**config.mk**
```make
export PLATFORM = sky130hd
export DESIGN_NAME = uart_rx_core
export DESIGN_NICKNAME = d
export VERILOG_FILES = /design/src/rtl/uart_pkg.sv /design/src/rtl/rx_edge_detect.sv /design/src/rtl/uart_rx_core.sv
export SDC_FILE = /design/constraint.sdc
export NUM_CORES = 1
export LEC_CHECK = 0
export ABC_AREA = 1
export CAP_MARGIN = 20
export CORE_ASPECT_RATIO = 0.9
export CORE_MARGIN = 10
export CORE_UTILIZATION = 58
export DETAILED_ROUTE_END_ITERATION = 10
export HOLD_SLACK_MARGIN = 0.06
export PLACE_DENSITY_LB_ADDON = 0.3
export SLEW_MARGIN = 20
export SYNTH_ARGS = -nofsm -noshare
export SYNTH_HDL_FRONTEND = slang
export SYNTH_SLANG_ARGS = --single-unit
export TNS_END_PERCENT = 10
```
**constraint.sdc**
```tcl
create_clock -name CLK -period 1.6 [get_ports CLK]
set_input_delay 0.32 -clock CLK [delete_from_list [all_inputs] [get_ports CLK]]
set_output_delay 0.32 -clock CLK [all_outputs]
set_load 0.02 [all_outputs]
```
**src/rtl/uart_pkg.sv**
```systemverilog
// Shared UART definitions: FSM state encoding and default bit timing (50 MHz / 9600 baud).
package uart_pkg;
  typedef enum logic [1:0] {IDLE, START, DATA, STOP} uart_state_e;
  localparam int unsigned UART_CLKS_PER_BIT = 5208;
endpackage

```
**src/rtl/rx_edge_detect.sv**
```systemverilog
// RX pin synchroniser with a third history flop for high-to-low edge detection.
module rx_edge_detect (
  input  logic CLK,
  input  logic RSTn,
  input  logic rx_i,
  output logic rx_sync_o,
  output logic h2l_o
);
  logic sync1_q, sync2_q, sync3_q;

  // Flops reset high (line idle level) so leaving reset never looks like a start edge.
  always_ff @(posedge CLK or negedge RSTn) begin
    if (!RSTn) begin
      sync1_q <= 1'b1;
      sync2_q <= 1'b1;
      sync3_q <= 1'b1;
    end else begin
      sync1_q <= rx_i;
      sync2_q <= sync1_q;
      sync3_q <= sync2_q;
    end
  end

  assign rx_sync_o = sync2_q;
  assign h2l_o     = ~sync2_q & sync3_q;
endmodule

```
**src/rtl/uart_rx_core.sv**
```systemverilog
// UART 8N1 receive core: start detect, mid-bit sampling, byte delivery with done/error pulses.
module uart_rx_core
  import uart_pkg::*;
#(
  parameter int unsigned CLKS_PER_BIT = UART_CLKS_PER_BIT
) (
  input  logic       CLK,
  input  logic       RSTn,
  input  logic       RX_Pin_In,
  input  logic       RX_En_Sig,
  output logic       RX_Done_Sig,
  output logic [7:0] RX_Data,
  output logic       RX_Err_Sig
);
  localparam int unsigned HALF_BIT = CLKS_PER_BIT / 2;
  localparam int unsigned CNT_W    = $clog2(CLKS_PER_BIT);
  localparam logic [CNT_W-1:0] BIT_END  = CNT_W'(CLKS_PER_BIT - 1);
  localparam logic [CNT_W-1:0] HALF_END = CNT_W'(HALF_BIT - 1);

  logic             rx_sync, h2l;
  uart_state_e      state_q;
  logic [CNT_W-1:0] cnt_q;
  logic [2:0]       bit_cnt_q;
  logic [7:0]       shift_q;
  logic [7:0]       data_q;
  logic             done_q, err_q;

  rx_edge_detect u_edge (
    .CLK      (CLK),
    .RSTn     (RSTn),
    .rx_i     (RX_Pin_In),
    .rx_sync_o(rx_sync),
    .h2l_o    (h2l)
  );

  always_ff @(posedge CLK or negedge RSTn) begin
    if (!RSTn) begin
      state_q   <= IDLE;
      cnt_q     <= '0;
      bit_cnt_q <= '0;
      shift_q   <= '0;
      data_q    <= '0;
      done_q    <= 1'b0;
      err_q     <= 1'b0;
    end else begin
      done_q <= 1'b0;
      err_q  <= 1'b0;
      case (state_q)
        IDLE: begin
          cnt_q     <= '0;
          bit_cnt_q <= '0;
          if (h2l && RX_En_Sig) state_q <= START;
        end
        START: begin
          if (!RX_En_Sig) begin
            state_q <= IDLE;
            cnt_q   <= '0;
          end else if (cnt_q == HALF_END) begin
            cnt_q   <= '0;
            state_q <= rx_sync ? IDLE : DATA;
          end else begin
            cnt_q <= cnt_q + CNT_W'(1);
          end
        end
        DATA: begin
          if (!RX_En_Sig) begin
            state_q <= IDLE;
            cnt_q   <= '0;
          end else if (cnt_q == BIT_END) begin
            cnt_q              <= '0;
            shift_q[bit_cnt_q] <= rx_sync;
            bit_cnt_q          <= bit_cnt_q + 3'd1;
            if (bit_cnt_q == 3'd7) state_q <= STOP;
          end else begin
            cnt_q <= cnt_q + CNT_W'(1);
          end
        end
        STOP: begin
          // Enable loss wins over a stop sample in the same cycle.
          if (!RX_En_Sig) begin
            state_q <= IDLE;
            cnt_q   <= '0;
          end else if (cnt_q == BIT_END) begin
            cnt_q   <= '0;
            state_q <= IDLE;
            if (rx_sync) begin
              data_q <= shift_q;
              done_q <= 1'b1;
            end else begin
              err_q <= 1'b1;
            end
          end else begin
            cnt_q <= cnt_q + CNT_W'(1);
          end
        end
        default: state_q <= IDLE;
      endcase
    end
  end

  assign RX_Done_Sig = done_q;
  assign RX_Err_Sig  = err_q;
  assign RX_Data     = data_q;
endmodule

```
==> impl_metrics.json, run 1 <==
{
  "crit_fanout": 6,
  "dp_hpwl_mm": 2.947,
  "viasPerCell": 5.392,
  "track_usage": 0.1383,
  "relSlewSlack": 0.6821,
  "fin_crit_sh": 0.9669,
  "p_leak_nw": 1.353,
  "worstHoldPathType": "in2async",
  "pre_cts_slack_ns": -0.1302,
  "clock-sinks": 39,
  "power_density_mw_per_mm2": 900.3,
  "dieHeight_um": 76.28,
  "synthTopCellsByArea": "dfrtp_1, nand2_1, nor2_1",
  "drt-initial-drc-count": 185,
  "ys.warnings.count": 0,
  "fmax_mhz": 646.4,
  "diodes": 0,
  "ant_nets": 0,
  "ios": 14,
  "seqCellArea_sq_um": 984.7,
  "crit_type": "reg2reg",
  "final_cell_area_sq_mm": 0.002535,
  "synth_nets": 263,
  "die_w_um": 82.53,
  "placed_cell_area_sq_mm": 0.002291,
  "grt_setup_unrepaired": "yes",
  "wl_per_cell_um": 13.23,
  "final_cell_mix": "nand2_1, dfrtp_1, nor2_1, inv_1, nand3_1",
  "antenna_found_initial": 0,
  "place.port_buffers": 13,
  "crit_required_ns": 1.84,
  "outcome": "completed",
  "syn_to_final_growth_pct": 24.22,
  "cts_max_level": 2,
  "cts_tree": "yes",
  "hold_viol": 0,
  "initial_core_util": 0.6041,
  "grt_max_degree": 40,
  "setup_viol": 0,
  "synthCells": 256,
  "syn_area_per_cell_sq_um": 7.972,
  "coreArea_sq_mm": 0.003378,
  "tightest_slew_ns": 0.4769,
  "routed_wl_mm": 4.460,
  "clock_path_buffers": 2,
  "arrival_ns": 1.79,
  "num_rows": 20,
  "n_fill_cell": 238,
  "drv_cap": 0,
  "layout-drive-gt1-share": 0.2457,
  "drc": 0,
  "slew_violations": 0,
  "ctsRootBufferMaster": "clkbuf_8",
  "synth_seq_cells": 39,
  "ir_worst_vdd_mv": 0.7197,
  "start_kind": "flip-flop",
  "grt_first_pass_wirelength_mm": 7.093,
  "die_area_sq_mm": 0.006295,
  "routabilityCongestion": 0.8577,
  "nNetsFinal": 299,
  "synth_area_sq_mm": 0.002041,
  "cp-end-kind": "flip-flop",
  "grt_pass1_vias": 1575,
  "fin_skew_ns": 0.01184,
  "timing.final.crit_period_ns": 1.547,
  "clk_latency_ns": 0.29,
  "synth_cell_types": 26,
  "cts_buffers": 5,
  "postLayoutCoreUtil": 0.7504,
  "drtPass1Iterations": 4,
  "multiInputGateArea_sq_um": 964.7,
  "path_clk_slew_ns": 0.08,
  "yosys.area.top_type": "dfrtp_1",
  "fin_ws_ns": 0.05297,
  "grt_overflow": 0,
  "yosysSeqAreaShare": 0.4801,
  "final_common_cell": "nand2_1",
  "vias": 1817,
  "yosys.area.top_type_share": 0.4414
}
flip-flops by register name, summed over array words and instances, names as in the netlist:
name / count
RX_Data: 8
RX_Err_Sig: 1
state_q: 2
shift_q: 8
u_edge.sync3_q: 1
cnt_q: 13
RX_Done_Sig: 1
bit_cnt_q: 3
u_edge.sync1_q: 1
u_edge.rx_sync_o: 1
synthesized netlist by cell type:
cell	n
nand4_2	1
nand2_1	71
nor3_2	4
dfstp_2	3
dfrtp_1	36
xor2_1	4
o21ai_0	4
nor3_1	9
nand3_1	20
nand3_2	2
buf_4	3
a31oi_1	1
clkinv_4	1
inv_2	6
nand4_4	1
a21oi_1	4
nand2_2	4
nor3_4	1
nor2_2	4
nor2_4	2
o21ai_1	8
nand4_1	5
ha_1	3
nor2_1	32
inv_1	26
buf_2	1
cells by family after synthesis:
family / after synthesis / synth area share
AO/OA/AOI/OAI: 17 / 0.04231
XOR/XNOR: 4 / 0.01717
adder cells (fa/ha/maj): 3 / 0.01840
buffers and inverters: 37 / 0.07664
flip-flops: 39 / 0.4801
AND/OR/NAND/NOR: 156 / 0.3654
timing repair:
item	4_1_cts	5_1_grt
setup endpoints to repair	6	34
hold buffers	0	0
buffers inserted	0	4
cloned	0	3
resized for setup	2	26
pin swaps	0	9
power breakdown:
group	switching (mW)	internal [mW]	total, mW	leakage [nW]
combinational	0.242	0.146	0.388	0.770
clock	0.353	0.464	0.817	0.0581
sequential	0.0497	1.03	1.08	0.525
per-layer routing:
layer | vias to the layer above | routed length (um) | track usage | share of wire
met2 | 60 | 2009 | 0.1983 | 0.45
met1 | 860 | 2034 | 0.1966 | 0.46
li1 | 890 | - | - | -
met3 | 7 | 354 | 0.03538 | 0.079
met4 | 0 | 61 | 0.04348 | 0.014
met5 | - | 0 | 0 | 0
worst max-delay path: stages (launching register included):
cell and delay, ns:
dfrtp_2 0.45, inv_2 0.10, nand2_2 0.07, nor2_4 0.13, nand2_2 0.08, nor2_4 0.19
nand4_4 0.22, clkinv_2 0.14, nand2_1 0.06, nand2_1 0.06
per-stage QoR:
stage	hold slack, ns	power [mW]	setup TNS, ns	instances
finish	0.05917	2.282	0	337
global route	0.1044	2.378	-0.3761	337
CTS	0.08374	2.243	0	330
detailed placement	0.3482	1.427	-0.8546	322
global placement	0.3480	1.420	-0.3035	322
floorplan	0.02441	1.300	0	256
path summary, 6_finish.rpt:
path	from	to	slack (ns)	cells after the start
max	cnt_q[9]$_DFF_PN0_	RX_Data[1]$_DFFE_PN0P_	0.05	9
min	RSTn	cnt_q[8]$_DFF_PN0_	0.06	2
max reg2reg	cnt_q[9]$_DFF_PN0_	RX_Data[1]$_DFFE_PN0P_	0.05	9
min reg2reg	u_edge.sync1_q$_DFF_PN1_	u_edge.rx_sync_o$_DFF_PN1_	0.36	0
max in group asynchronous	RSTn	u_edge.sync1_q$_DFF_PN1_	1.17	2
min in group CLK	u_edge.sync1_q$_DFF_PN1_	u_edge.rx_sync_o$_DFF_PN1_	0.36	0
layout make-up:
class	count	area share
clock buffers	5	0.02715
clock inverters	3	0.01728
inverters	33	0.05232
multi-input cells	181	0.3806
flip-flops and latches	39	0.3885
well taps	44	0.02172
repair buffers	30	0.1076
repair inverters	2	0.004936
Note: power is estimated with default switching activity, not from simulation.
==> run 2, diff against run 1 <==
--- a/config.mk
+++ b/config.mk
@@ -12,8 +12,7 @@
 export CORE_UTILIZATION = 58
 export DETAILED_ROUTE_END_ITERATION = 10
 export HOLD_SLACK_MARGIN = 0.06
-export PLACE_DENSITY_LB_ADDON = 0.3
-export SLEW_MARGIN = 20
+export PLACE_DENSITY = 0.81
 export SYNTH_ARGS = -nofsm -noshare
 export SYNTH_HDL_FRONTEND = slang
 export SYNTH_SLANG_ARGS = --single-unit
==> run 2 against run 1 <==
Effect of this change:
- sequential cell count did not move
- sequential share of layout area fell by 1.4 points
- setup slack barely moved
- cell count rose by 1.8%
- non-clock buffer count rose by 6
- global-route usage rose by 0.30 points
- die area did not move
- clock skew barely moved
- critical path type is now reg2out
- critical endpoint is now RX_Data[5]
- largest power group unchanged
==> impl_metrics.json, run 2 (same netlist as run 1, synthesis figures left out) <==
{
  "dieHeight_um": 76.28,
  "initial_core_util": 0.6041,
  "vias": 1821,
  "relSlewSlack": 0.7399,
  "path_clk_slew_ns": 0.07,
  "cts_tree": "yes",
  "dp.cells": 324,
  "routed_wl_mm": 4.607,
  "die_w_um": 82.53,
  "cp-end-kind": "output pin",
  "clock-sinks": 39,
  "start_kind": "flip-flop",
  "diodes": 0,
  "pre_cts_slack_ns": -0.2150,
  "power_density_mw_per_mm2": 936.5,
  "tightest_slew_ns": 0.3901,
  "final_common_cell": "nand2_1",
  "cts_buffers": 5,
  "fin_skew_ns": 0.01176,
  "routabilityCongestion": 0.8955,
  "place.port_buffers": 13,
  "num_rows": 20,
  "postLayoutCoreUtil": 0.7774,
  "largest_register_ffs": 13,
  "coreArea_sq_mm": 0.003378,
  "cp_cell_sequence": "clkdlybuf4s50_1",
  "drtPass1Iterations": 4,
  "grt_overflow": 0,
  "cpMaxStageDelayCell": "clkdlybuf4s50_1",
  "antenna_found_initial": 0,
  "viasPerCell": 5.309,
  "fmax_mhz": 646.5,
  "grt_setup_unrepaired": "yes",
  "grt_first_pass_wirelength_mm": 7.141,
  "wl_per_cell_um": 13.43,
  "track_usage": 0.1413,
  "crit_fanout": 2,
  "crit_type": "reg2out",
  "fin_ws_ns": 0.05314,
  "crit_required_ns": 1.28,
  "outcome": "completed",
  "slew_violations": 0,
  "arrival_ns": 1.23,
  "syn_to_final_growth_pct": 28.69,
  "ctsRootBufferMaster": "clkbuf_8",
  "ant_nets": 0,
  "cp_num_buf_inv": 1,
  "final_cells": 343,
  "clk_latency_ns": 0.29,
  "setup_viol": 0,
  "cts_max_level": 2,
  "p_leak_nw": 1.395,
  "max_stage_delay_ns": 0.60,
  "drv_cap": 0,
  "grt_pass1_vias": 1570,
  "drt-initial-drc-count": 165,
  "grt_max_degree": 24,
  "worstHoldPathType": "reg2reg",
  "hold_viol": 0,
  "clock_path_buffers": 2,
  "die_area_sq_mm": 0.006295,
  "ir_worst_vdd_mv": 1.032,
  "timing.final.crit_period_ns": 1.547,
  "layout-drive-gt1-share": 0.2542,
  "dp_hpwl_mm": 3.143,
  "largest-register": "cnt_q",
  "drc": 0,
  "critical-path-top-delay-family": "buffers and inverters",
  "ios": 14,
  "fin_crit_sh": 0.9668,
  "final_cell_mix": "nand2_1, dfrtp_1, nor2_1, inv_1, buf_4",
  "nNetsFinal": 305
}
[run 2: cell count changes in the layout (fill, tap and decap cells not counted), moves of 2 or more]
| cell | before | now |
|---|---|---|
| nand2_2 | 9 | 6 |
| nand2_1 | 65 | 67 |
| nor2_2 | 2 | 4 |
| buf_4 | 17 | 20 |
[run 2: final cells by class]
class	instances	area, sq um
Multi-Input combinational cell	181	973.4
Timing Repair Buffer	36	335.3
Timing Repair inverter	2	12.51
Clock inverter	2	60.06
Inverter	33	132.6
Tap cell	44	55.05
Fill cell	222	752.0
Sequential cell	39	984.7
Clock buffer	6	72.57
[run 2: what timing repair did]
action	CTS	global route
setup buffers	0	7
setup endpoints to repair	11	40
resized for setup	2	29
pin swaps	0	9
gates cloned	0	3
endpoints found under the hold margin	13	0
hold buffers	1	0
[run 2: where the power goes]
part / internal, mW / total (mW) / leakage (nW) / switching [mW]
sequential: 1.03 / 1.08 / 0.525 / 0.0511
combinational: 0.165 / 0.422 / 0.805 / 0.256
clock: 0.623 / 0.959 / 0.0654 / 0.336
[run 2: worst reg2reg max path, cell delays in order, from the launching register on]
cell and delay [ns]:
dfrtp_1 0.41, ha_4 0.19, nand2_1 0.06, nor2_1 0.04
nand3_1 0.12, nand2_2 0.10, nand2_4 0.11, clkinvlp_4 0.20
nor3_4 0.23
[run 2: through the flow]
step                TNS [ns]  hold slack, ns  total power [mW]  area (sq um)
floorplan                  0         0.02441             1.300          2041
global placement      -1.030          0.2614             1.420          2318
detailed placement    -2.043          0.2632             1.430          2318
CTS                 -0.03993          0.3617             2.394          2464
global route         -0.3519          0.3624             2.566          2626
finish                     0          0.3593             2.460          2626
[run 2: layer usage]
metal  global-route usage  vias up  wire length, um
li1                     -      902                -
met1               0.1963      854             2165
met2               0.2053       56             2047
met3              0.04009        9              329
met4              0.04348        0               64
met5                    0        -                0
[run 2: final timing paths]
path	startpoint	slack, ns	end	cells after the start
max	RX_Data[5]$_DFFE_PN0P_	0.05	RX_Data[5]	1
min	u_edge.sync1_q$_DFF_PN1_	0.36	u_edge.rx_sync_o$_DFF_PN1_	0
max reg2reg	cnt_q[1]$_DFF_PN0_	0.06	cnt_q[6]$_DFF_PN0_	8
min reg2reg	u_edge.sync1_q$_DFF_PN1_	0.36	u_edge.rx_sync_o$_DFF_PN1_	0
max in group asynchronous	RSTn	0.67	bit_cnt_q[0]$_DFFE_PN0P_	3
min in group asynchronous	RSTn	0.47	cnt_q[8]$_DFF_PN0_	2
